File: src/rtl/map_pkg.sv
// Shared definitions for the tile-map viewport reader.
// Holds map geometry, field widths, block-state and reader-FSM typedefs,
// and the scroll-column fold helper.
package map_pkg;

    localparam int MAP_ROWS  = 5;
    localparam int MAP_COLS  = 100;
    localparam int VIEW_COLS = 20;
    localparam int CELL_PX   = 8;

    localparam int ROW_W   = 3;
    localparam int COL_W   = 7;
    localparam int CX_W    = $clog2(VIEW_COLS);
    localparam int PX_W    = $clog2(CELL_PX);
    localparam int CLR_W   = 4;
    localparam int STATE_W = 3;
    localparam int RGB_W   = 3 * CLR_W;

    localparam logic [PX_W-1:0]  PX_LAST   = PX_W'(CELL_PX - 1);
    localparam logic [CX_W-1:0]  CX_LAST   = CX_W'(VIEW_COLS - 1);
    localparam logic [ROW_W-1:0] CY_LAST   = ROW_W'(MAP_ROWS - 1);
    localparam logic [COL_W-1:0] COL_LAST  = COL_W'(MAP_COLS - 1);
    localparam logic [COL_W-1:0] COL_COUNT = COL_W'(MAP_COLS);

    typedef enum logic [STATE_W-1:0] {
        BLK_EMPTY   = 3'b000,
        BLK_SOLID   = 3'b001,
        BLK_SPECIAL = 3'b010
    } block_state_t;

    typedef enum logic [1:0] {
        RD_IDLE  = 2'd0,
        RD_RUN   = 2'd1,
        RD_DRAIN = 2'd2
    } rd_state_t;

    // A 7-bit scroll value can exceed the map width by at most 27,
    // so one conditional subtract brings it back into range.
    function automatic logic [COL_W-1:0] fold_col(input logic [COL_W-1:0] c);
        return (c >= COL_COUNT) ? c - COL_COUNT : c;
    endfunction

endpackage

File: src/rtl/map_view_counter.sv
// Nested viewport walker: px (pixel in cell) -> cx (view cell) ->
// py (pixel line in cell) -> cy (map row). Tracks the wrapped map column
// incrementally so no modulo is needed.
// Optional macro MAP_VIEW_GRID_EN: when defined, 'blank' flags the first
// pixel column/line of each cell; otherwise 'blank' is tied low.
// Ports:
//   clk, rst          clock, async active-high reset
//   clear, start_col  restart walk at pixel 0 with base column start_col
//   advance           step to the next pixel
//   col, cy           current map column / row
//   first, line_end, last  flags for the current pixel
//   blank             grid-line pixel
module map_view_counter
    import map_pkg::*;
(
    input  logic             clk,
    input  logic             rst,
    input  logic             clear,
    input  logic             advance,
    input  logic [COL_W-1:0] start_col,
    output logic [COL_W-1:0] col,
    output logic [ROW_W-1:0] cy,
    output logic             first,
    output logic             line_end,
    output logic             last,
    output logic             blank
);

    logic [PX_W-1:0]  px;
    logic [PX_W-1:0]  py;
    logic [CX_W-1:0]  cx;
    logic [COL_W-1:0] base;

    always_ff @(posedge clk or posedge rst) begin
        if (rst) begin
            px   <= '0;
            py   <= '0;
            cx   <= '0;
            cy   <= '0;
            col  <= '0;
            base <= '0;
        end else if (clear) begin
            px   <= '0;
            py   <= '0;
            cx   <= '0;
            cy   <= '0;
            col  <= start_col;
            base <= start_col;
        end else if (advance) begin
            if (px != PX_LAST) begin
                px <= px + 1'b1;
            end else begin
                px <= '0;
                if (cx != CX_LAST) begin
                    cx  <= cx + 1'b1;
                    col <= (col == COL_LAST) ? '0 : col + 1'b1;
                end else begin
                    cx  <= '0;
                    col <= base;
                    if (py != PX_LAST) begin
                        py <= py + 1'b1;
                    end else begin
                        py <= '0;
                        cy <= (cy == CY_LAST) ? '0 : cy + 1'b1;
                    end
                end
            end
        end
    end

    assign first    = (px == '0) && (py == '0) && (cx == '0) && (cy == '0);
    assign line_end = (px == PX_LAST) && (cx == CX_LAST);
    assign last     = line_end && (py == PX_LAST) && (cy == CY_LAST);

`ifdef MAP_VIEW_GRID_EN
    assign blank = (px == '0) || (py == '0);
`else
    assign blank = 1'b0;
`endif

endmodule

File: src/rtl/map_view_reader.sv
// Reads a scrolled viewport of the tile map and emits it as a raster
// pixel stream (each cell expanded to CELL_PX x CELL_PX) with valid/ready.
// Optional macro MAP_VIEW_GRID_EN (see map_view_counter) blanks grid pixels.
// Ports:
//   clk, rst                 clock, async active-high reset
//   start, scroll_col, busy  frame request / leftmost column / in progress
//   map_y, map_x             cell address to the map
//   map_r/g/b, map_state     map response (combinational from address)
//   pix_valid, pix_ready     output handshake
//   pix_rgb, pix_state       pixel colour / cell block state
//   pix_sof, pix_eol         first pixel of frame / last pixel of line
//   frame_done               pulse after the final pixel is accepted
//
// state    | meaning
// RD_IDLE  | waiting for start
// RD_RUN   | loading pixels into the output register
// RD_DRAIN | last pixel loaded, waiting for its acceptance
module map_view_reader
    import map_pkg::*;
(
    input  logic               clk,
    input  logic               rst,
    input  logic               start,
    input  logic [COL_W-1:0]   scroll_col,
    output logic               busy,
    output logic [ROW_W-1:0]   map_y,
    output logic [COL_W-1:0]   map_x,
    input  logic [CLR_W-1:0]   map_r,
    input  logic [CLR_W-1:0]   map_g,
    input  logic [CLR_W-1:0]   map_b,
    input  logic [STATE_W-1:0] map_state,
    output logic               pix_valid,
    input  logic               pix_ready,
    output logic [RGB_W-1:0]   pix_rgb,
    output logic [STATE_W-1:0] pix_state,
    output logic               pix_sof,
    output logic               pix_eol,
    output logic               frame_done
);

    rd_state_t state;
    logic      start_ok;
    logic      load;
    logic      first;
    logic      line_end;
    logic      last;
    logic      blank;

    assign start_ok = (state == RD_IDLE) && start;
    // Output register refills when empty or when its pixel leaves this cycle.
    assign load     = (state == RD_RUN) && (!pix_valid || pix_ready);

    map_view_counter u_counter (
        .clk       (clk),
        .rst       (rst),
        .clear     (start_ok),
        .advance   (load),
        .start_col (fold_col(scroll_col)),
        .col       (map_x),
        .cy        (map_y),
        .first     (first),
        .line_end  (line_end),
        .last      (last),
        .blank     (blank)
    );

    always_ff @(posedge clk or posedge rst) begin
        if (rst) begin
            state      <= RD_IDLE;
            busy       <= 1'b0;
            pix_valid  <= 1'b0;
            pix_rgb    <= '0;
            pix_state  <= '0;
            pix_sof    <= 1'b0;
            pix_eol    <= 1'b0;
            frame_done <= 1'b0;
        end else begin
            frame_done <= 1'b0;
            case (state)
                RD_IDLE: begin
                    if (start) begin
                        busy  <= 1'b1;
                        state <= RD_RUN;
                    end
                end
                RD_RUN: begin
                    if (load) begin
                        pix_valid <= 1'b1;
                        pix_rgb   <= blank ? '0 : {map_r, map_g, map_b};
                        pix_state <= map_state;
                        pix_sof   <= first;
                        pix_eol   <= line_end;
                        if (last) begin
                            state <= RD_DRAIN;
                        end
                    end
                end
                RD_DRAIN: begin
                    if (pix_valid && pix_ready) begin
                        pix_valid  <= 1'b0;
                        frame_done <= 1'b1;
                        busy       <= 1'b0;
                        state      <= RD_IDLE;
                    end
                end
                default: state <= RD_IDLE;
            endcase
        end
    end

endmodule

File: config.mk
export PLATFORM = sky130hd
export DESIGN_NAME = map_view_reader
export DESIGN_NICKNAME = d
export VERILOG_FILES = /design/src/rtl/map_pkg.sv /design/src/rtl/map_view_counter.sv /design/src/rtl/map_view_reader.sv
export SDC_FILE = /design/constraint.sdc
export NUM_CORES = 1
export LEC_CHECK = 0
export CORE_MARGIN = 10
export CORE_UTILIZATION = 57
export CTS_BUF_LIST = sky130_fd_sc_hd__clkbuf_8 sky130_fd_sc_hd__clkbuf_16
export CTS_CLUSTER_DIAMETER = 200
export DETAILED_ROUTE_END_ITERATION = 10
export DONT_BUFFER_PORTS = 1
export PLACE_DENSITY = 0.72
export RECOVER_POWER = 25
export SETUP_SLACK_MARGIN = 0.3
export SYNTH_ARGS = -nofsm -noshare
export SYNTH_HDL_FRONTEND = slang
export SYNTH_SLANG_ARGS = --single-unit
File: constraint.sdc
create_clock -name clk -period 1.7 [get_ports clk]
set_input_delay 0.255 -clock clk [delete_from_list [all_inputs] [get_ports clk]]
set_output_delay 0.255 -clock clk [all_outputs]
set_load 0.03 [all_outputs]
# Yosys cells after proc, flatten, opt, wreduce, memory -nomap -nowiden
# Index checks and enable logic that the tools add are counted.
# Widths: inputs -> output; s select.
totals:
  reg_bits: 50
  in_bits: 26
  out_inout_bits: 30
  elab_cells: 100
op_classes:
  n_addsub: 6
  magnitude_cmp: 1
  eq_ne: 17
  n_mux: 36
  n_reduce_logical: 26
ops:
  columns: ["cell", "n"]
  rows:
  - ["$mux 3", 14]
  - ["$mux 7", 6]
  - ["$mux 5", 4]
  - ["$ne 2x2->1 const B", 7]
  - ["$add 3x1->3 const B", 3]
  - ["$eq 3x3->1 const B", 3]
  - ["$logic_and 1x1->1", 9]
  - ["$logic_not 3->1", 3]
  - ["$reduce_and 3->1", 3]
  - ["$mux 2", 4]
  - ["$reduce_and 4->1", 2]
  - ["$add 7x1->7 const B", 1]
  - ["$eq 7x7->1 const B", 1]
  - ["$ge 7x7->1 const B", 1]
  - ["$sub 7x7->7 const B", 1]
  - ["$ne 3x3->1 const B", 2]
  - ["$pmux 2 s3", 1]
  - ["$reduce_bool 2->1", 3]
  - ["$add 5x1->5 const B", 1]
  - ["$eq 5x5->1 const B", 1]
  - ["$logic_not 5->1", 1]
  - ["$mux 1", 5]
  - ["$ne 5x5->1 const B", 1]
  - ["$pmux 1 s2", 2]
  - ["6 further kinds", 7]

# Logic depth before layout (Yosys ltp)
depth:
  depth_word: 7
  ltp_mapped: 8
  ltp_nobuf: 7

# Modules after synthesis
# From an unflattened synthesis, not the netlist that was laid out.
hier_totals:
  hier_cells: 269
  hier_area_um2: 2790.2
modules_own_cells:
  columns: ["module", "instances", "cells_each", "area_each_um2", "seq_area_each_um2"]
  rows:
  - ["map_view_counter", 1, 176, 1670.4, 700.7]
  - ["map_view_reader", 1, 93, 1119.8, 550.5]

# Least setup slack after synthesis
# Ideal clock, no wire load.
synth_path:
  path_type: "flip-flop to flip-flop"
  from: "register u_counter.col[3]"
  to: "register u_counter.col[0]"
  arrival_ns: 1.720
  t_required_ns: 1.575
  slack_ns: -0.145
  stages_incl_launch_ff: 5
  period_less_slack_ns: 1.845
  path_cell_list: "dfrtp_1 -> or4bb_1 -> o311ai_4 -> o21ai_1 -> mux2_4"
synth_between:
  elab_chain_len: 6
synth_lines:
  columns: ["element", "line", "text"]
  rows:
  - ["start, declared", "map_view_counter.sv:21", "output logic [COL_W-1:0] col,"]
  - ["start signal, assigned", "map_view_counter.sv:47", "col <= start_col;"]
  - ["start signal, assigned", "map_view_counter.sv:56", "col <= (col == COL_LAST) ? '0 : col + 1'b1;"]
  - ["start signal, assigned", "map_view_counter.sv:59", "col <= base;"]
  - ["$eq 7x7->1", "map_view_counter.sv:56", null]
  - ["$mux 7", "map_view_counter.sv:56", null]
  - ["$mux 7", "map_view_counter.sv:54", "if (cx != CX_LAST) begin"]
  - ["$mux 7", "map_view_counter.sv:50", "if (px != PX_LAST) begin"]
  - ["$mux 7", "map_view_counter.sv:49", "end else if (advance) begin"]
  - ["$mux 7", "map_view_counter.sv:42", "end else if (clear) begin"]
# Every way passes these cells. The select of a mux whose other input is x is not followed.
# A chain may end at the register's enable or synchronous reset.

# Worst setup path after layout
layout_path:
  from: "register u_counter.col[3]"
  to: "register u_counter.col[3]"
layout_between:
  elab_chain_len: 6
  elab_cells_between_ends: 7
  cone_classes: "1 x add/sub; 1 x eq/ne; 5 x mux"
layout_lines:
  columns: ["element", "line"]
  rows:
  - ["$add 7x1->7 / $eq 7x7->1 (equally long branches)", "map_view_counter.sv:56"]
  - ["$mux 7 (*)", "map_view_counter.sv:56"]
  - ["$mux 7 (*)", "map_view_counter.sv:54"]
  - ["$mux 7 (*)", "map_view_counter.sv:50"]
  - ["$mux 7 (*)", "map_view_counter.sv:49"]
  - ["$mux 7 (*)", "map_view_counter.sv:42"]
# Every way passes the cells marked *; elsewhere a longest branch is shown, timed or not. The select of a mux whose other input is x is not followed.

==> results.sh <==
export IMPL_status="complete, but fails checks"
export IMPL_violations="negative setup slack"
export IMPL_core_area_um2=4380
export IMPL_synth_simple_area_share_pct=17.1
export IMPL_antenna_found_initial=0
export IMPL_placed_cell_area_um2=3020
export IMPL_finalWirelength_um=11400
export IMPL_port_buffers=0
export IMPL_syn_nets=295
export IMPL_grt_util_all_layers_pct=22.8
export IMPL_crit_type="flop to flop"
export IMPL_ant_nets=0
export IMPL_slowest_delay_ns=0.58
export IMPL_via_count=2696
export IMPL_start_util_pct=59.4
export IMPL_dieHeight_um=87.6
export IMPL_power_mw=5.12
export IMPL_first_pass_iters=5
export IMPL_via_per_inst=7.15
export IMPL_grt_pass1_vias=2445
export IMPL_tightest_slew_ns=1.12
export IMPL_utilization_pct=91.1
export IMPL_htreeDepth=2
export IMPL_grt_max_degree=51
export IMPL_start_kind="flop"
export IMPL_yosys_mux_area_fraction_pct=8.08
export IMPL_syn_area_um2=2600
export IMPL_synth_top_family_by_area="simple AND/OR/NAND/NOR gates"
export IMPL_root_buffer="clkbuf_8"
export IMPL_fin_setup_tns_ns=-1.01
export IMPL_cts_tree="built"
export IMPL_final_common_cell="dfrtp_1"
export IMPL_pin_count=56
export IMPL_cts_sinks=50
export IMPL_crit_path_end_kind="flop"
export IMPL_clockBufferDepth=2
export IMPL_maxCapViolCount=0
export IMPL_slew_headroom_pct=25.6
export IMPL_critPathArrivalTime_ns=2.12
export IMPL_place_gp_congestion=0.816
export IMPL_syn_to_final_growth_pct=53.5
export IMPL_fin_skew_ns=0.0157
export IMPL_pwr_density_cell_nw_per_um2=1280
export IMPL_hold_violations=0
export IMPL_route_detailed_drc=0
export IMPL_cp_cell_sequence="or4bb_4, o311ai_4, nor2b_1, o21ai_1, o211ai_1"
export IMPL_slew_violations=0
export IMPL_clk_pin_slew_ns=0.09
export IMPL_ys_flop_type="dfrtp_1"
export IMPL_async_flop_share_pct=100
export IMPL_rows=24
export IMPL_synth_seq_cells=50
export IMPL_whs_ns=0.0655
export IMPL_hold_path_class="input port to flop"
export IMPL_drt_iter0_drc=274
export IMPL_die_width_um=87.6
export IMPL_cp_max_fo=5
export IMPL_synth_xor_area_share_pct=1.35
export IMPL_post_drt_wl_per_cell_um=30.1
export IMPL_nets=363
export IMPL_fmax_mhz=512
export IMPL_vdd_ir_drop_max_uv=921
export IMPL_avgSynthCellArea_um2=10.2
export IMPL_fill_cells=136
export IMPL_clock_latency_ns=0.32
export IMPL_overflow=0
export IMPL_timing_final_ws_setup_ns=-0.255
export IMPL_grt_setup_unrepaired="true"
export IMPL_synth_compound_area_share_pct=14.1
export IMPL_min_period_over_period_pct=115
export IMPL_synth_edf_count=0
export IMPL_layout_drive_gt1_share_pct=49.2
export IMPL_synthCells=256
export IMPL_crit_required_ns=1.87
export IMPL_diodes=0
export IMPL_post_route_min_period_ns=1.95
export IMPL_dieArea_um2=7670
export IMPL_grt_pass1_wl_um=13600
export IMPL_setup_viol_count_final=11
export IMPL_fin_area_um2=4000
export IMPL_cts_inserted_buffers=5
export IMPL_leakagePower_nw=1.80
export IMPL_critPathSlowestCell="or4bb_4"
export IMPL_synthAdderAreaFrac_pct=6.25
export IMPL_synth_seq_area_share_pct=48.1
export IMPL_yosys_warnings=0
export IMPL_final_cell_mix="dfrtp_1, buf_4, buf_6, nand2_1, mux2_4"
export IMPL_synth_cell_types=47
export IMPL_hpwlAfterDp_um=4530
==> flip-flops by register name, summed over array words and instances, names as in the netlist <==
name and cells:
u_counter.cx 5, pix_sof 1, pix_state 3, busy 1, u_counter.base 7, frame_done 1, u_counter.py 3, u_counter.px 3
pix_eol 1, state 2, u_counter.col 7, pix_rgb 12, u_counter.cy 3, pix_valid 1
==> cells in the mapped netlist, drive strengths merged (3+ instances only) <==
cell type  count  area [um2]
nand2         32         120
xnor2          4        35.0
nand4          4        25.0
nor3           5        25.0
mux2          18         210
a22o           3        26.3
o21ai         20         100
o31ai          5        37.5
buf            9        57.6
nand3         10        50.1
nor2b          3        18.8
nor2          16        60.1
dfrtp         50        1250
inv           18        67.6
a21oi         10        50.1
nand2b         3        18.8
ha            13         163
==> metal layers <==
layer	global-route usage, %	vias up	part of all wire (%)	wire [um]
li1	-	1039	-	-
met1	26.9	1326	34	3820
met2	38.0	245	48	5450
met3	6.31	86	12	1330
met4	10.0	0	6.6	754
met5	0	-	0	0
==> metrics by stage <==
| stage | setup WS (ns) | instances |
|---|---|---|
| global placement | 0.00145 | 330 |
| global route | -0.338 | 377 |
| finish | -0.255 | 377 |
| CTS | -0.0569 | 365 |
| detailed placement | -0.0442 | 330 |
| floorplan | -0.0900 | 256 |
==> cell families after synthesis <==
family / Yosys count
AOI/OAI and AO/OA: 54
muxes: 18
adders and majority gates: 13
and+or+nand+nor: 88
DFF: 50
buffers and inverters: 29
xor gates and xnor gates: 4
==> where the power goes <==
part           switching [mW]  leakage, nW  total, mW  internal, mW
combinational            1.15         1.13       2.16          1.00
clock                   0.436       0.0683       1.03         0.590
sequential              0.442        0.609       1.94          1.50
total                    2.03         1.80       5.12          3.09
==> worst max-delay path, delay by kind of cell, from the launching register on <==
kind,cells,cell delay [ns]
flip-flops,1,0.42
AND/OR/NAND/NOR,2,0.71
AO/OA/AOI/OAI,3,0.68
==> cell type report <==
class                   count  area [um2]  area share, %
clock buffers               5        68.8           1.72
clock inverters             3        68.8           1.72
inverters                  18        71.3           1.79
multi-input cells         177        1650           41.2
flip-flops and latches     50        1260           31.5
well taps                  52        65.1           1.63
repair buffers             72         816           20.4
==> repair_timing <==
action                                  in CTS  in global routing
resized for setup                           68                 46
pin swaps                                   28                 18
buffers inserted                            22                 11
hold endpoints to repair                    50                  0
endpoints found under the setup margin      41                 46
cloned                                       4                  1
hold buffers                                 1                  0
==> worst paths after layout <==
path	start	to	slack, ns	cells past startpoint
setup / recovery	u_counter.col[3]	u_counter.col[3]	-0.25	5
hold / removal	scroll_col[1]	u_counter.base[1]	0.07	2
setup reg to reg	u_counter.col[3]	u_counter.col[3]	-0.25	5
hold reg to reg	u_counter.base[4]	u_counter.base[4]	0.51	1
max in group asynchronous	rst	u_counter.cx[3]	0.13	3
min in group asynchronous	rst	pix_rgb[3]	0.80	3
No activity file was read; power rests on OpenSTA's default activity.
